File: src/rtl/br_history_checkpoint_buffer_pkg.sv
// Shared types for the branch-history checkpoint buffer.
// Entry/tag/history types plus the history-shift helper.
package br_history_checkpoint_buffer_pkg;

   localparam int BR_CKPT_ENTRY_NUM = 16;
   localparam int BR_CKPT_TAG_WIDTH = $clog2(BR_CKPT_ENTRY_NUM);
   localparam int BRANCH_GLOBAL_HISTORY_BIT_WIDTH = 10;

   typedef logic [BR_CKPT_TAG_WIDTH-1:0] BrCkptTagPath;
   typedef logic [BRANCH_GLOBAL_HISTORY_BIT_WIDTH-1:0]
      BranchGlobalHistoryPath;

   typedef struct packed {
      logic                   valid;
      BranchGlobalHistoryPath history;
   } BrCkptEntry;

   // History after the branch: shift in the actual direction.
   function automatic BranchGlobalHistoryPath nextHistory(
      input BranchGlobalHistoryPath h,
      input logic                   taken
   );
      return {h[BRANCH_GLOBAL_HISTORY_BIT_WIDTH-2:0], taken};
   endfunction

endpackage

File: src/rtl/br_history_checkpoint_buffer_oldest_select.sv
// Picks the oldest mispredicting resolve lane relative to head.
// In: head, laneValid/laneTag/laneMispred. Out: hit, lane, tag.
module br_ckpt_oldest_select #(
   parameter int LANES = 2,
   parameter int TW    = 4,
   localparam int LW   = (LANES > 1) ? $clog2(LANES) : 1
) (
   input  logic [TW-1:0]       head,
   input  logic [LANES-1:0]    laneValid,
   input  logic [LANES*TW-1:0] laneTag,
   input  logic [LANES-1:0]    laneMispred,
   output logic                hit,
   output logic [LW-1:0]       lane,
   output logic [TW-1:0]       tag
);

   logic [TW-1:0] age;
   logic [TW-1:0] bestAge;

   always_comb begin
      hit     = 1'b0;
      lane    = '0;
      tag     = '0;
      age     = '0;
      bestAge = '0;
      for (int i = 0; i < LANES; i++) begin
         // Age wraps naturally because the depth is a power of two.
         age = laneTag[i*TW +: TW] - head;
         if (laneValid[i] && laneMispred[i]) begin
            if (!hit || age < bestAge) begin
               hit     = 1'b1;
               lane    = LW'(i);
               tag     = laneTag[i*TW +: TW];
               bestAge = age;
            end
         end
      end
   end

endmodule

File: src/rtl/br_history_checkpoint_buffer.sv
// Circular checkpoint buffer of pre-prediction global history.
// Ports: alloc*, resolve*, commitNum in; allocReady/allocTag,
// recoverBrHistory/recoveredBrHistory, count, stat* out.
// Optional stats counters: define BR_CKPT_STATS_EN.
module br_history_checkpoint_buffer
   import br_history_checkpoint_buffer_pkg::*;
#(
   parameter int ENTRY_NUM       = BR_CKPT_ENTRY_NUM,
   parameter int FETCH_WIDTH     = 2,
   parameter int INT_ISSUE_WIDTH = 2,
   parameter int COMMIT_WIDTH    = 2,
   parameter int GH_WIDTH        = BRANCH_GLOBAL_HISTORY_BIT_WIDTH,
   localparam int TW = $clog2(ENTRY_NUM),
   localparam int CW = $clog2(ENTRY_NUM + 1),
   localparam int NW = $clog2(COMMIT_WIDTH + 1),
   localparam int LW = (INT_ISSUE_WIDTH > 1) ?
                       $clog2(INT_ISSUE_WIDTH) : 1
) (
   input  logic                         clk,
   input  logic                         rst,
   input  logic [FETCH_WIDTH-1:0]       allocValid,
   input  logic [FETCH_WIDTH*GH_WIDTH-1:0] allocHistory,
   output logic                         allocReady,
   output logic [FETCH_WIDTH*TW-1:0]    allocTag,
   input  logic [INT_ISSUE_WIDTH-1:0]   resolveValid,
   input  logic [INT_ISSUE_WIDTH*TW-1:0] resolveTag,
   input  logic [INT_ISSUE_WIDTH-1:0]   resolveMispred,
   input  logic [INT_ISSUE_WIDTH-1:0]   resolveTaken,
   input  logic [NW-1:0]                commitNum,
   output logic                         recoverBrHistory,
   output logic [GH_WIDTH-1:0]          recoveredBrHistory,
   output logic [CW-1:0]                count,
   output logic [31:0]                  statMispred,
   output logic [31:0]                  statAllocStall
);

   BrCkptEntry entries [ENTRY_NUM];
   BrCkptEntry entNext [ENTRY_NUM];

   logic [TW-1:0] head, tail, headNext, tailNext;
   logic [CW-1:0] countNext, allocNum, commitEff, keep;
   logic [CW-1:0] freeNum;
   logic [TW-1:0] entAge, selAge, selTag;
   logic [LW-1:0] selLane;
   logic          hit;
   logic [INT_ISSUE_WIDTH-1:0] laneValid;

   always_comb begin
      for (int i = 0; i < INT_ISSUE_WIDTH; i++)
         laneValid[i] = resolveValid[i] &&
            entries[resolveTag[i*TW +: TW]].valid;
   end

   br_ckpt_oldest_select #(
      .LANES (INT_ISSUE_WIDTH),
      .TW    (TW)
   ) uSel (
      .head        (head),
      .laneValid   (laneValid),
      .laneTag     (resolveTag),
      .laneMispred (resolveMispred),
      .hit         (hit),
      .lane        (selLane),
      .tag         (selTag)
   );

   always_comb begin
      freeNum    = CW'(ENTRY_NUM) - count;
      allocReady = freeNum >= CW'(FETCH_WIDTH);
      for (int i = 0; i < FETCH_WIDTH; i++)
         allocTag[i*TW +: TW] = tail + TW'(i);
      allocNum = '0;
      for (int i = 0; i < FETCH_WIDTH; i++)
         allocNum = allocNum + CW'(allocValid[i]);
      // Over-commit is a caller error; never free past the tail.
      commitEff = (CW'(commitNum) > count) ? count : CW'(commitNum);
   end

   always_comb begin
      entNext   = entries;
      entAge    = '0;
      selAge    = selTag - head;
      keep      = CW'(selAge) + CW'(1);
      headNext  = head + TW'(commitEff);
      tailNext  = tail;
      countNext = count - commitEff;
      for (int j = 0; j < ENTRY_NUM; j++) begin
         entAge = TW'(j) - head;
         if (CW'(entAge) < commitEff)
            entNext[j].valid = 1'b0;
         if (hit && entAge > selAge)
            entNext[j].valid = 1'b0;
      end
      if (hit) begin
         // Survivors are head..selTag; commit may free some of them.
         tailNext  = selTag + TW'(1);
         countNext = keep - ((commitEff > keep) ? keep : commitEff);
      end else if (allocReady) begin
         for (int i = 0; i < FETCH_WIDTH; i++) begin
            if (allocValid[i]) begin
               entNext[tail + TW'(i)].valid   = 1'b1;
               entNext[tail + TW'(i)].history =
                  allocHistory[i*GH_WIDTH +: GH_WIDTH];
            end
         end
         tailNext  = tail + TW'(allocNum);
         countNext = count + allocNum - commitEff;
      end
   end

   always_ff @(posedge clk or posedge rst) begin
      if (rst) begin
         for (int j = 0; j < ENTRY_NUM; j++)
            entries[j] <= '0;
         head               <= '0;
         tail               <= '0;
         count              <= '0;
         recoverBrHistory   <= 1'b0;
         recoveredBrHistory <= '0;
      end else begin
         entries          <= entNext;
         head             <= headNext;
         tail             <= tailNext;
         count            <= countNext;
         recoverBrHistory <= hit;
         if (hit)
            recoveredBrHistory <= nextHistory(
               entries[selTag].history, resolveTaken[selLane]);
      end
   end

`ifdef BR_CKPT_STATS_EN
   logic [31:0] mispredCnt, stallCnt;

   always_ff @(posedge clk or posedge rst) begin
      if (rst) begin
         mispredCnt <= '0;
         stallCnt   <= '0;
      end else begin
         if (hit && mispredCnt != '1)
            mispredCnt <= mispredCnt + 32'd1;
         if ((|allocValid) && !allocReady && stallCnt != '1)
            stallCnt <= stallCnt + 32'd1;
      end
   end

   assign statMispred    = mispredCnt;
   assign statAllocStall = stallCnt;
`else
   assign statMispred    = '0;
   assign statAllocStall = '0;
`endif

endmodule
File: config.mk
export PLATFORM = sky130hd
export DESIGN_NAME = br_history_checkpoint_buffer
export DESIGN_NICKNAME = d
export VERILOG_FILES = /design/src/rtl/br_history_checkpoint_buffer_pkg.sv /design/src/rtl/br_history_checkpoint_buffer_oldest_select.sv /design/src/rtl/br_history_checkpoint_buffer.sv
export SDC_FILE = /design/constraint.sdc
export NUM_CORES = 1
export LEC_CHECK = 0
export BUFFER_PORTS_ARGS = -buffer_cell sky130_fd_sc_hd__buf_2
export CAP_MARGIN = 10
export CORE_MARGIN = 3
export CORE_UTILIZATION = 35
export CTS_BUF_LIST = sky130_fd_sc_hd__clkbuf_4
export DETAILED_ROUTE_END_ITERATION = 8
export PLACE_DENSITY_LB_ADDON = 0.05
export SYNTH_ARGS = -nofsm -noshare
export SYNTH_HDL_FRONTEND = slang
export SYNTH_HIERARCHICAL = 1
export SYNTH_SLANG_ARGS = --single-unit
File: constraint.sdc
create_clock -name clk -period 7.7 [get_ports clk]
set_clock_uncertainty 0.2 [all_clocks]
set_input_delay 0.77 -clock clk [delete_from_list [all_inputs] [get_ports clk]]
set_output_delay 0.77 -clock clk [all_outputs]
set_load 0.01 [all_outputs]
==> run summary, run 1 <==
The run finished with clean final reports. Gates resized during post-CTS repair numbered 0. The top achievable clock speed is 141.6 MHz. The register bit count reported by yosys is 184. The number of buffers on the longest clock path is 2. The post-route fraction of the period consumed by the critical path came out at 0.9175.

The starting utilization of the core area is 0.3585. The leakage component of the power is 6.271 nW. The floorplan step defined a die boundary enclosing 0.04249 sq mm. The post-synthesis area per instance came out at 10.57 sq um. The share of the yosys chip area belonging to registers came out at 0.3285. The critical path in this run is classified as reg2reg. Of all nets on the critical path, the largest fanout is 10.

The number of nets in the finished design came out at 1544. The number of nets with antenna violations after detailed routing is 0. The synthesized design contains 0 enable-type register cells.

The number of antenna violations at the first check in global routing is 5. The wire length of the first global-routing pass came out at 64520 microns. Setup repair after global routing left no endpoint under its margin. Across all layers, the routed design uses 9807 vias. The number of core rows came out at 72. The summed negative setup slack over all endpoints came out at 0 ns.

The clock-pin slew on the worst setup and hold paths is 0.20 ns. For this design the top-level I/O count stands at 129. The worst setup path is launched from a flip-flop. TritonCTS built the clock tree. The routed wire length came out at 42990 microns.

The min-delay analysis places its worst path in the category in2async. The first-pass iteration count of the detailed router is 5. Across all hold checks on the routed design, the worst slack comes to 0.06537 ns. In the final layout, the multi-input gates occupy 0.008504 sq mm. The slowest stage of the critical path is the fa_1 cell. The number of levels the H-tree was split into is 4. The die span in y is 206.1 microns. Counting the fill cells in the layout gives 3959. Summed over all nets, the half-perimeter wirelength after detailed placement is 28150 microns.

The final count of pins violating max slew is 0. The flip-flop cell with the highest count after synthesis is dfrtp_1. For the worst setup path, the data arrival time is 7.41 ns.

The floorplan step defined a core boundary enclosing 0.03910 sq mm. The final instance area is 0.01480 sq mm. The maximum resistive drop on vdd came out at 0.1712 mV.

After global routing the overflow that remains totals 0. The cell repeated most along the worst path is ha_1. Headroom to the max-slew limit came out at 0.2138. Summing all flip-flop and latch instances after layout gives 0.004604 sq mm.

The fraction of layout cells with a size suffix above 1 is 0.1925. The number of different library cells in the post-synthesis netlist came out at 74. The number of buffers inserted by port buffering is 62.

Ranked by total cell area, the synthesized netlist is headed by dfrtp_1 (33%), ha_1 (10%), mux4_2 (8.8%). The Yosys step of the flow raised 6 warnings. The worst setup path is captured at a flip-flop. The count of endpoints failing hold in the final timing report came out at 0. Across every metal layer, demand over resource in global routing totals 0.2064. The number of buffers inserted by hold repair at cts is 0. The tool flagged a number of max-cap violations equal to 0. The final setup violation count is 0. The DRC violation count after routing came out at 0. The via density per instance is 5.127. The detailed router finished its first iteration with 502 violations. The number of standard cells after synthesis came out at 1326. The critical path's largest stage delay is 0.60 ns.

The slew at the pin closest to its max-slew limit came out at 1.179 ns. The area growth from synthesis to final layout came out at 5.552%. The die width came out at 206.1 microns.

Summed over all instances, the cell type with the most area after synthesis is dfrtp_1. The summed instance area of the synthesized netlist is 0.01402 sq mm. The clock sink count came out at 184. Post-CTS timing repair inserted 0 buffers for setup. The fraction of registers with async set/reset came out at 1.000. The clock latency on the worst-skew pair is 0.64 ns. The instance area after placement is 0.01450 sq mm. The time the worst path needs with I/O delays and setup is 7.065 ns. The ratio of total power to cell area is 440.5 mW/mm^2.

Entering global routing, the biggest net connects 120 pins. The via count of the first global-routing pass was 9950. The top-area cell type share of the netlist area is 0.3285. At the worst endpoint, the required time is 8.05 ns.

At the end of routability-driven placement, the weighted congestion stood at 0.7760. CTS placed an instance of clkbuf_4 at the clock tree root. The number of buffers inserted during clock tree synthesis is 17.

The routed length per placed instance is 22.47 microns.
==> per-layer routing <==
| metal | vias up | share of wire | wire length (microns) | global-route usage |
|---|---|---|---|---|
| met1 | 4917 | 0.44 | 19110 | 0.2675 |
| li1 | 4703 | - | - | - |
| met5 | - | 0 | 0 | 0 |
| met2 | 152 | 0.52 | 22240 | 0.3683 |
| met3 | 35 | 0.023 | 997 | 0.02772 |
| met4 | 0 | 0.015 | 645 | 0.04364 |
==> state kept, by name, summed over array words and instances (netlist names) <==
name                cells
count                   5
entries               160
head                    4
recoverBrHistory        1
recoveredBrHistory     10
tail                    4
==> worst paths after layout <==
kind	depth (start not counted)	to	slack, ns	start
max	30	count[4]$_DFF_PP0_	0.64	entries[54]$_DFF_PP0_
min	2	entries[14]$_DFFE_PP0P_	0.07	rst
max reg2reg	30	count[4]$_DFF_PP0_	0.64	entries[54]$_DFF_PP0_
min reg2reg	1	entries[144]$_DFFE_PP0P_	0.31	entries[144]$_DFFE_PP0P_
max in group asynchronous	3	entries[46]$_DFFE_PP0P_	5.76	rst
min in group clk	3	recoveredBrHistory[0]$_DFFE_PP0P_	0.24	resolveTaken[0]
==> cells by family (layout without fill, tap and decap cells) <==
kind of cell / Yosys count / after routing / synth area share
other: 2 / 94 / 0.0005358
and+or+nand+nor: 241 / 241 / 0.07766
adders and majority gates: 125 / 125 / 0.1169
DFF: 184 / 184 / 0.3285
buffers and inverters: 205 / 182 / 0.08971
AOI/OAI and AO/OA: 290 / 290 / 0.1329
muxes: 247 / 247 / 0.2328
xor gates and xnor gates: 32 / 32 / 0.02098
==> final cells by class <==
class | count | area share
Sequential cell | 184 | 0.3112
Timing Repair Buffer | 87 | 0.03366
Antenna cell | 3 | 0.0005074
Multi-Input combinational cell | 1026 | 0.5748
Clock buffer | 17 | 0.008626
Inverter | 63 | 0.01649
Clock inverter | 15 | 0.01091
Tap cell | 518 | 0.04381
==> cells in the final DEF (no fill, tap or decap), types with 19 or more instances in the layout <==
master | synthesis | final
ha_1 | 115 | 115
nor2_1 | 137 | 137
a21o_1 | 32 | 32
o21ai_0 | 24 | 24
dfrtp_1 | 184 | 184
mux2_2 | 46 | 46
nand2_1 | 41 | 40
xnor2_1 | 19 | 19
mux2_1 | 36 | 36
buf_2 | 14 | 62
conb_1 | 2 | 91
inv_1 | 60 | 59
mux2i_1 | 110 | 110
a21oi_1 | 157 | 156
mux4_2 | 55 | 55
buf_4 | 85 | 25
==> worst max-delay path: cells and delay by family, from the launching register on <==
family	cells	cell delay, ns
AND/OR/NAND/NOR	5	0.87
flip-flops	1	0.47
buffers and inverters	4	0.25
AO/OA/AOI/OAI	11	1.98
multiplexers	2	0.96
adder cells (fa/ha/maj)	7	2.00
XOR/XNOR	1	0.21
==> per-stage QoR <==
stage               worst slack, ns  total power [mW]    util  instances
floorplan                   0.01220             4.919       -       1415
global placement             0.1516             5.956  0.3708       1878
detailed placement           0.1145             6.013  0.3708       1878
CTS                          0.6336             6.618  0.3782       1910
global route                 0.2279             7.218  0.3784       1913
finish                       0.6355             6.517  0.3784       1913
==> cells in the mapped netlist, types with 6 or more instances <==
library cell / number
dfrtp_1: 184
a21oi_1: 157
nor2_1: 137
ha_1: 115
mux2i_1: 110
buf_4: 85
inv_1: 60
mux4_2: 55
mux2_2: 46
nand2_1: 41
mux2_1: 36
a21o_1: 32
clkbuf_1: 24
o21ai_0: 24
xnor2_1: 19
buf_2: 14
nand3_1: 13
o21a_1: 13
xor2_1: 12
buf_6: 11
fa_1: 10
o21bai_1: 10
nor3_1: 8
a31o_2: 7
nand4_1: 7
nor2b_1: 7
a311o_1: 6
nor2_2: 6
==> power breakdown <==
group	switching [mW]	internal (mW)	leakage (nW)	total, mW
clock network	0.407	0.174	0.152	0.581
logic	2.32	1.84	3.97	4.15
registers	0.335	1.45	2.15	1.78
No activity file was read; power rests on OpenSTA's default activity.
==> run 2: changes to the inputs <==
--- a/config.mk
+++ b/config.mk
@@ -7,7 +7,6 @@
 export LEC_CHECK = 0
 export BUFFER_PORTS_ARGS = -buffer_cell sky130_fd_sc_hd__buf_2
 export CAP_MARGIN = 10
-export CORE_MARGIN = 3
 export CORE_UTILIZATION = 35
 export CTS_BUF_LIST = sky130_fd_sc_hd__clkbuf_4
 export DETAILED_ROUTE_END_ITERATION = 8
==> constraint.sdc (replaced) <==
create_clock -name clk -period 9.15 [get_ports clk]
set_clock_uncertainty 0.2 [all_clocks]
set_input_delay 0.915 -clock clk [delete_from_list [all_inputs] [get_ports clk]]
set_output_delay 0.915 -clock clk [all_outputs]
set_load 0.01 [all_outputs]
==> run 2 against run 1 <==
Effect of this change: cell count down 0.52%; non-clock buffer count shrank 9; wire length rose by 0.84%; count of clock-buffer cells in the layout is 1 higher; final area shrank 0.44%; power shrank 16%; first-iteration DRC count increased by 7.6%; utilization is 0.17 points lower; critical path type is now in2reg; largest cell class unchanged; highest routed layer unchanged.
==> run summary, run 2 (synthesis gave the netlist of run 1 again) <==
The run finished with clean final reports. The ratio of total power to cell area came out at 371.5 mW/mm^2 (-16%). The cell repeated most along the worst path is ha_1.

The number of buffers inserted during clock tree synthesis came to 17 (unchanged). The final setup violation count is 0 (unchanged). The required time reported for the critical path endpoint is 9.47 ns (+1.42 ns). The cell with the largest stage delay on the worst path is buf_4.

The clock-pin slew on the worst setup and hold paths came out at 0.19 ns (about the same). The register with the most flip-flops is entries. The data arrival time at the worst-slack endpoint was 7.79 ns (+0.38 ns). The number of buffers inserted by port buffering is 62 (unchanged).

The number of antenna violations at the first check in global routing is 4 (-1). In the layout the commonest cells are dfrtp_1 (184), a21oi_1 (151), nor2_1 (137). The storage element area is 0.004604 sq mm (unchanged). The smallest clock period supported by the final layout is computed as 7.472 ns. The max capacitance violation total is 0 (unchanged). The number of gates resized after CTS was 0 (unchanged). The number of fill cells came to 3985 (+0.66%). The cell class contributing the biggest share of worst-path delay is compound AO/OA/AOI/OAI gates. The combined area of the multi-input logic cells is 0.008521 sq mm (+0.19%). The fraction of layout cells with a size suffix above 1 came out at 0.1902 (-0.002362). The die width came out at 202.1 microns (-1.9%). The total global routing track utilization is 0.2184 (+0.01197). The pin count of the biggest net entering global routing came out at 124 (+3.3%).

Timing would allow up to 133.8 MHz. The worst setup path is captured at a flip-flop. The flip-flop count of the largest register after layout came to 160 (unchanged).

The slack of the critical path is 1.679 ns (+1.043 ns). The number of levels the H-tree was split into was 4 (unchanged). The wire length of the first global-routing pass came out at 65690 microns (+1.8%).

The global routing usage on met2 came out at 0.3747 (+0.006397). The critical path buffer and inverter count is 6 (+2). The total I/O pin count is 129 (unchanged). The number of core rows was 72 (unchanged). The slew at the pin closest to its max-slew limit is 1.233 ns (+0.05342 ns). The final count of pins violating max slew is 0 (unchanged). The number of nets in the finished design came out at 1535 (-0.58%). In this run the most used layer during global routing was met2. In the final layout, the registers with the most flip-flops are entries (160), recoveredBrHistory (10), count (5). The starting DRC count in detailed routing came out at 540 (+7.6%). The overall power consumption came out at 5.472 mW (-16%).

The area growth from synthesis to layout is 5.088%. The routed length per placed instance is 22.78 microns (+1.4%). The highest fanout seen on the critical path is 41 (+31). The clock latency on the worst-skew pair is 0.64 ns (about the same). The total overflow reported by the global router is 0 (unchanged). The placeable core region came out at 0.03910 sq mm (unchanged). The detailed placement HPWL is 27750 microns (-1.4%).

The final weighted congestion in routability-driven placement is 0.7917 (+2.0%). The library cell used most frequently in the layout, excluding fill and tap cells, is dfrtp_1. The worst hold path belongs to the class in2async. The flop-to-flop setup slack is 1.73 ns (+1.09 ns). The via count of the first global-routing pass is 9853 (-0.97%). The total number of vias is 9873 (+0.67%). The startpoint of the worst register-to-register path is entries[54]$_DFF_PP0_. The leakage component of the power is 6.221 nW (-0.80%). The die span in y is 202.1 microns (-1.9%).

The post-placement setup slack is 1.005 ns (+0.8909 ns). The number of nets with antenna violations after detailed routing was 0 (unchanged). The global routing met1 resource utilization was 0.2870 (+0.01946). The post-layout utilization of the core is 0.3768 (-0.001664).

The overall die area is 0.04085 sq mm (-3.8%). The worst register-to-register path ends at count[4]$_DFF_PP0_. The count of endpoints failing hold in the final timing report is 0 (unchanged).

The library cell used as clock root buffer is clkbuf_4. The routed wire length came out at 43350 microns (+0.84%). The critical path's largest stage delay came out at 0.72 ns (+0.12 ns). The relative slew slack came out at 0.1782 (-0.03561). The number of buffers on the longest clock path was 2 (unchanged).

Dividing the final minimum period by the clock period gives 0.8166. The first-pass iteration count of the detailed router is 5 (unchanged). The global-route track usage on met3 came to 0.02628 (-0.001439). The maximum resistive drop on vdd came out at 0.1492 mV (-13%). The worst reg2reg path depth is 28 (-6.7%). The number of buffers inserted by post-CTS setup repair came out at 0 (unchanged). Setup repair after global routing left no endpoint under its margin.

The summed negative setup slack over all endpoints is 0 ns (unchanged). The DRC violation count after routing is 0 (unchanged). The via density per instance came to 5.188 (+1.2%). The clock sink count is 184 (unchanged).

STA classifies the critical path startpoint as an input port. The number of buffers inserted by hold repair at cts is 0 (unchanged). The critical path start-end classification is in2reg. The starting utilization of the core area is 0.3585 (unchanged).

TritonCTS built the clock tree.
==> run 2: routing by layer <==
layer	vias up	wire length, microns
met5	-	0
met4	0	1108
met3	51	1002
met2	183	21870
met1	4964	19360
li1	4675	-
==> run 2: how the worst max path moves through the flow <==
stage	startpoint	end	depth (start not counted)
global placement	resolveTag[2]	count[4]$_DFF_PP0_	29
finish	resolveTag[2]	count[4]$_DFF_PP0_	29
detailed placement	resolveTag[2]	count[4]$_DFF_PP0_	29
global route	head[1]$_DFF_PP0_	count[4]$_DFF_PP0_	29
CTS	entries[98]$_DFF_PP0_	count[4]$_DFF_PP0_	28
floorplan	resolveTag[2]	count[4]$_DFF_PP0_	32
==> run 2: metrics by stage <==
step	cells	hold slack, ns	cell area, sq um
3_5_place_dp	1869	0.2776	14450
5_1_grt	1903	0.3089	14730
6_report	1903	0.2639	14730
2_1_floorplan	1415	0.2587	14350
4_1_cts	1901	0.2790	14730
3_3_place_gp	1869	0.2705	14450
==> run 2: report_power, final <==
group	internal, mW	switching (mW)	leakage (nW)	total [mW]
clock network	0.146	0.341	0.147	0.486
logic	1.52	1.93	3.93	3.45
registers	1.22	0.319	2.15	1.54
total	2.88	2.59	6.22	5.47
==> run 2: layout make-up <==
class                           count  area share
Timing Repair Buffer               78     0.02922
Tap cell                          518     0.04400
Clock buffer                       18    0.009174
Clock inverter                     14    0.009683
Sequential cell                   184      0.3126
Multi-Input combinational cell   1026      0.5784
Antenna cell                        2   0.0003398
Inverter                           63     0.01656
